### config.mk
export PLATFORM = sky130hd
export DESIGN_NAME = uart_rx
export DESIGN_NICKNAME = d
export VERILOG_FILES = /design/src/rtl/uart_rx_pkg.sv /design/src/rtl/uart_rx_sync.sv /design/src/rtl/uart_rx.sv
export SDC_FILE = /design/constraint.sdc
export NUM_CORES = 1
export LEC_CHECK = 0
export CORE_ASPECT_RATIO = 0.7
export CORE_UTILIZATION = 49
export CTS_CLUSTER_SIZE = 10
export DETAILED_ROUTE_END_ITERATION = 10
export GPL_TIMING_DRIVEN = 0
export PLACE_DENSITY = 0.73
export SLEW_MARGIN = 10
export SYNTH_ARGS = -nofsm -noshare
export SYNTH_HDL_FRONTEND = slang
export SYNTH_SLANG_ARGS = --single-unit
### constraint.sdc
create_clock -name i_clk -period 1.9 [get_ports i_clk]
set_input_delay 0.38 -clock i_clk [delete_from_list [all_inputs] [get_ports i_clk]]
set_output_delay 0.38 -clock i_clk [all_outputs]
set_load 0.02 [all_outputs]
### src/rtl/uart_rx_pkg.sv
// ============================================================================
// Module  : uart_rx_pkg
// Brief   : Shared UART line levels and receiver state encoding.
// Revision: 1.0
// ============================================================================
`default_nettype none

package uart_rx_pkg;

  localparam logic START_BIT = 1'b0;
  localparam logic STOP_BIT  = 1'b1;
  localparam logic IDLE_BIT  = 1'b1;

  typedef enum logic [2:0] {
    ST_IDLE  = 3'd0,
    ST_START = 3'd1,
    ST_DATA  = 3'd2,
    ST_STOP  = 3'd3,
    ST_BREAK = 3'd4
  } rx_state_e;

endpackage

`default_nettype wire

### src/rtl/uart_rx_sync.sv
// ============================================================================
// Module  : uart_rx_sync
// Brief   : Two-flop synchronizer for an asynchronous input that idles high.
// Revision: 1.0
// ============================================================================
`default_nettype none

module uart_rx_sync
  import uart_rx_pkg::*;
(
  input  logic i_clk,
  input  logic i_rst,
  input  logic i_d,
  output logic o_q
);

  logic meta_q;
  logic sync_q;

  // Reset to the idle level so reset release cannot look like a start edge.
  always_ff @(posedge i_clk or posedge i_rst) begin
    if (i_rst) begin
      meta_q <= IDLE_BIT;
      sync_q <= IDLE_BIT;
    end else begin
      meta_q <= i_d;
      sync_q <= meta_q;
    end
  end

  assign o_q = sync_q;

endmodule

`default_nettype wire

### src/rtl/uart_rx.sv
// ============================================================================
// Module  : uart_rx
// Brief   : Oversampling UART receiver, 8N1-style framing with WIDTH data bits.
// Revision: 1.0
// ============================================================================
`default_nettype none

module uart_rx
  import uart_rx_pkg::*;
#(
  parameter int WIDTH      = 8,
  parameter int OVERSAMPLE = 16
) (
  input  logic             i_clk,
  input  logic             i_rst,
  input  logic             i_stb,
  input  logic             i_uart_rx,
  output logic [WIDTH-1:0] o_data,
  output logic             o_valid,
  output logic             o_frame_err,
  output logic             o_busy
);

  localparam int CNT_W  = $clog2(OVERSAMPLE);
  localparam int BIDX_W = (WIDTH > 1) ? $clog2(WIDTH) : 1;
  localparam logic [CNT_W-1:0]  CNT_LAST  = CNT_W'(OVERSAMPLE - 1);
  localparam logic [CNT_W-1:0]  CNT_HALF  = CNT_W'(OVERSAMPLE / 2 - 1);
  localparam logic [BIDX_W-1:0] BIDX_LAST = BIDX_W'(WIDTH - 1);

  logic              rx_s;
  rx_state_e         state_q;
  logic [CNT_W-1:0]  cnt_q;
  logic [BIDX_W-1:0] bidx_q;
  logic [WIDTH-1:0]  shreg_q;
  logic [WIDTH-1:0]  data_q;
  logic              valid_q;
  logic              ferr_q;

  uart_rx_sync u_sync (
    .i_clk (i_clk),
    .i_rst (i_rst),
    .i_d   (i_uart_rx),
    .o_q   (rx_s)
  );

  always_ff @(posedge i_clk or posedge i_rst) begin
    if (i_rst) begin
      state_q <= ST_IDLE;
      cnt_q   <= '0;
      bidx_q  <= '0;
      shreg_q <= '0;
      data_q  <= '0;
      valid_q <= 1'b0;
      ferr_q  <= 1'b0;
    end else begin
      // Pulses last one clock regardless of strobe spacing.
      valid_q <= 1'b0;
      ferr_q  <= 1'b0;
      if (i_stb) begin
        case (state_q)
          ST_IDLE: begin
            if (rx_s == START_BIT) begin
              state_q <= ST_START;
              cnt_q   <= '0;
            end
          end
          ST_START: begin
            if (cnt_q == CNT_HALF) begin
              cnt_q   <= '0;
              bidx_q  <= '0;
              state_q <= (rx_s == START_BIT) ? ST_DATA : ST_IDLE;
            end else begin
              cnt_q <= cnt_q + 1'b1;
            end
          end
          ST_DATA: begin
            if (cnt_q == CNT_LAST) begin
              cnt_q   <= '0;
              shreg_q <= {rx_s, shreg_q[WIDTH-1:1]};
              if (bidx_q == BIDX_LAST) begin
                state_q <= ST_STOP;
              end else begin
                bidx_q <= bidx_q + 1'b1;
              end
            end else begin
              cnt_q <= cnt_q + 1'b1;
            end
          end
          ST_STOP: begin
            if (cnt_q == CNT_LAST) begin
              cnt_q <= '0;
              if (rx_s == STOP_BIT) begin
                data_q  <= shreg_q;
                valid_q <= 1'b1;
                state_q <= ST_IDLE;
              end else begin
                ferr_q  <= 1'b1;
                state_q <= ST_BREAK;
              end
            end else begin
              cnt_q <= cnt_q + 1'b1;
            end
          end
          ST_BREAK: begin
            // A held-low line must return high before a new start is accepted.
            if (rx_s == IDLE_BIT) begin
              state_q <= ST_IDLE;
            end
          end
          default: state_q <= ST_IDLE;
        endcase
      end
    end
  end

  assign o_data      = data_q;
  assign o_valid     = valid_q;
  assign o_frame_err = ferr_q;
  assign o_busy      = (state_q != ST_IDLE);

endmodule

`default_nettype wire

# Word-level counts from Yosys, hierarchy flattened
# Index checks and enable logic that the tools add are counted.
# Widths: inputs -> output; s select.
# totals
reg_bits	30
input_bits	4
word_cells	60
output_inout_bits	11
# classes
eq_ne	14
add_sub_neg	2
reduce_logical	10
muxes	25
# ops
operator	n
$mux 3	10
$pmux 3 s5	1
$mux 4	3
$ne 2x2->1 const B	6
$pmux 4 s3	1
$mux 1	8
$reduce_and 7->1	1
$eq 3x2->1 const B	2
$eq 3x3->1 const B	2
$pmux 3 s2	1
$reduce_and 3->1	2
$reduce_bool 3->1	2
$reduce_and 5->1	1
$add 4x1->4 const B	1
$eq 4x3->1 const B	1
$eq 4x4->1 const B	1
$reduce_and 4->1	1
$add 3x1->3 const B	1
$eq 3x1->1 const B	1
$logic_not 3->1	1
$mux 2	1
$ne 2x1->1 const B	1
$reduce_bool 2->1	1
$reduce_or 2->1	1

# Depth between registers and ports, before layout
# logic_depth
ltp_word	4
depth_mapped	6
mapped_depth_nobuf	6

# Cells and area by module
# From an unflattened synthesis, not the netlist that was laid out.
# hier_totals
hier_cells	116
area_unflattened_um2	1482.7
# modules_own_cells
mod	seq_area_each_um2	instances	area_per_inst_um2	cells_per_inst
uart_rx	700.7	1	1426.4	113
uart_rx_sync	52.6	1	56.3	3

# Worst setup path after synthesis
# Ideal clock, no wire load.
# synth_path
path_type	flip-flop to flip-flop
from	reg bidx_q[0]
to	reg state_q[0]
arrival_ps	1700
setup_ps	125
n_path_buf	0
required_ps	1775
path_slack_ps	75
stages_incl_launch_ff	7
synth_period_minus_slack_ps	1825
path_cell_list	dfrtp_1 > ha_1 > ha_1 > or4b_1 > o311ai_0 > nor2_2 > mux2_4
# synth_via
elab_chain_len	3
# synth_rtl
item	line_no	rtl
start, declared	uart_rx.sv:33	logic [BIDX_W-1:0] bidx_q;
start signal, assigned	uart_rx.sv:83	bidx_q <= bidx_q + 1'b1;
$eq 3x3->1	uart_rx.sv:80	if (bidx_q == BIDX_LAST) begin
$ne 2x2->1 (no source line)	--	
$reduce_and 7->1 (no source line)	--	
end signal, assigned	uart_rx.sv:71	state_q <= (rx_s == START_BIT) ? ST_DATA : ST_IDLE;
end, declared	uart_rx.sv:31	rx_state_e state_q;
# Every way passes these cells.
# A chain may end at the register's enable or synchronous reset.

# Final worst setup path
# layout_path
from	reg bidx_q[1]
to	reg state_q[0]
# Same word-level chain as after synthesis.

==> impl_metrics.env <==
export IMPL_synth_seq_cells=30
export IMPL_yosys_warnings=0
export IMPL_grt_max_degree=31
export IMPL_drt_total_wl_um=2373
export IMPL_async_flop_share=1.000
export IMPL_crit_start="bidx_q[1]"
export IMPL_pre_cts_slack_ns=-0.1456
export IMPL_period_minus_slack_ns=1.842
export IMPL_fp_dieH_um=46.30
export IMPL_grtUsageTotal=0.1857
export IMPL_drt_pass1_iterations=4
export IMPL_area_growth_pct=26.14
export IMPL_cp_end_kind="flop"
export IMPL_ir_drop_uv=512.0
export IMPL_ant_nets=0
export IMPL_yosysMostFrequentCell="dfrtp_1"
export IMPL_timing_final_crit_share=0.9693
export IMPL_min_from="u_sync.meta_q"
export IMPL_clk_pin_slew_ns=0.06
export IMPL_critPathKind="flop to flop"
export IMPL_whs_ns=0.3558
export IMPL_cts_tree="built"
export IMPL_finalNetCount=134
export IMPL_clk_path_buf_depth=2
export IMPL_slew_violations=0
export IMPL_grt_ovfl_total=0
export IMPL_arrival_ns=2.01
export IMPL_fin_tns_setup_ns=0
export IMPL_synthTopCellsByArea="dfrtp_1 51%, mux2_2 14%, dfstp_2 3.8%, ha_1 2.7%, nor2_1 1.9%"
export IMPL_setup_viol=0
export IMPL_grt_pass1_wl_um=3891
export IMPL_yosysTopAreaCell="dfrtp_1"
export IMPL_synthTopCellsByCount="28 x dfrtp_1, 17 x mux2_2, 7 x nor2_1"
export IMPL_ys_flop_type="dfrtp_1"
export IMPL_cp_data_required_time_ns=2.06
export IMPL_place_congestion=0.7712
export IMPL_clkSinkCount=30
export IMPL_insertion_delay_ns=0.28
export IMPL_hp_class="flop to flop"
export IMPL_dp_cells=149
export IMPL_syn_nets=108
export IMPL_hpwl_um=1603
export IMPL_wl_met2_um=1077
export IMPL_start_util=0.5382
export IMPL_synth_cells=101
export IMPL_root_buffer="clkbuf_8"
export IMPL_synth_edf_count=0
export IMPL_drtIter0Drc=46
export IMPL_syn_area_um2=1374
export IMPL_hold_viol=0
export IMPL_setup_slack_ns=0.05831
export IMPL_diodes=0
export IMPL_vias=882
export IMPL_total_power_mw=1.920
export IMPL_fillers=196
export IMPL_grt_pass1_vias=793
export IMPL_rows=15
export IMPL_cts_made_buffers=5
export IMPL_ys_seq_area_frac=0.5483
export IMPL_rsz0062_at_grt="no"
export IMPL_antenna_found_initial=0
export IMPL_fin_worst_skew_ns=0.003509
export IMPL_worstPathMaxFanout=2
export IMPL_dr_wl_met3_um=128
export IMPL_ioPinCount=15
export IMPL_ctsHtreeMaxLevel=2
export IMPL_synth_cell_types=40
export IMPL_crit_path_start_kind="flop"
export IMPL_die_area_um2=3023
export IMPL_status="finished clean"
export IMPL_timing_rr_start="bidx_q[1]"
export IMPL_drv_cap=0
export IMPL_die_w_um=65.29
export IMPL_wl_per_cell_um=14.65
export IMPL_vias_per_cell=5.444
export IMPL_stdcell_count=162
export IMPL_powerDensity_nw_per_um2=1108
export IMPL_hold_buffers=0
export IMPL_m1WireLength_um=1161
export IMPL_avgSynthCellArea_um2=13.60
export IMPL_portBuffers=14
export IMPL_fp_coreArea_um2=2552
export IMPL_tightest_slew_ns=1.082
export IMPL_drc=0
export IMPL_top_layer="met4"
export IMPL_layout_drive_gt1_share=0.3828
export IMPL_power_leakage_nw=0.8498
export IMPL_clock_fmax_ghz=0.5430
export IMPL_synth_top_area_frac=0.5100
export IMPL_slew_headroom=0.2778
==> cell type report <==
type                       instances  area (µm²)  area share
sequential                        30       753.2      0.4347
multi-input combinational         63       624.3      0.3603
timing repair buffer              19       172.7     0.09964
clock buffer                       7       86.33     0.04982
tap                               34       42.54     0.02455
buffer                             4       33.78     0.01949
inverter                           4       15.01    0.008664
clock inverter                     1       5.005    0.002888
==> state kept, by name, indices dropped and copies added, names as in the netlist <==
name and cells:
shreg_q 8, o_valid 1, bidx_q 3, o_frame_err 1
u_sync.meta_q 1, o_data 8, state_q 3, u_sync.o_q 1
cnt_q 4
==> path summary, 6_finish.rpt <==
kind                               endpoint  slack, ns  depth (start not counted)
worst max-delay path             state_q[0]       0.06                          6
worst min-delay path             u_sync.o_q       0.36                          0
worst max register to register   state_q[0]       0.06                          6
worst min register to register   u_sync.o_q       0.36                          0
max in group asynchronous          cnt_q[0]       0.57                          2
min in group asynchronous       o_frame_err       0.68                          2
==> cells by family after synthesis <==
logic type      synth area share
mux                       0.1576
fa+ha+maj                0.02733
compound gates           0.09290
simple gates              0.1357
buf+inv                  0.03187
flops                     0.5483
xor+xnor                0.006376
==> worst max-delay path: stages, from the launching register on <==
cell and delay [ns]:
dfrtp_1 0.38, ha_2 0.20, ha_4 0.16, or4b_4 0.50, o311ai_4 0.11, nor2_2 0.08, mux2_4 0.30
==> cells in the final DEF, fill, tap and decap left out, types with 2 or more instances in the layout <==
master	synthesis	final
a22o_1	3	3
nand3_1	2	2
or3_1	2	2
clkbuf_8	0	6
dfstp_2	2	2
dfrtp_1	28	28
clkdlybuf4s50_1	0	13
buf_4	1	8
mux2_2	17	17
o21ai_0	2	2
inv_1	4	4
nor2_1	7	7
==> per-layer routing <==
layer / global-route usage / vias to the layer above
li1: - / 421
met1: 0.2531 / 430
met2: 0.2557 / 29
met3: 0.06931 / 2
met4: 0.1000 / 0
met5: 0 / -
==> where the power goes <==
part | switching, mW | internal, mW
clock network | 0.224 | 0.291
logic | 0.325 | 0.299
registers | 0.0743 | 0.706
total | 0.623 | 1.30
==> through the flow <==
stage / util / area, µm²
after CTS: 0.6745 / 1722
after detailed placement: 0.6098 / 1556
final: 0.6789 / 1733
after global routing: 0.6789 / 1733
after global placement: 0.6098 / 1556
after floorplan: - / 1374
==> timing repair <==
item                       CTS  global route
setup endpoints to repair    2             2
resized for setup           12             2
cloned                       0             0
pin swaps                    2             4
buffers inserted             4             1
(Power assumes the default switching activity.)
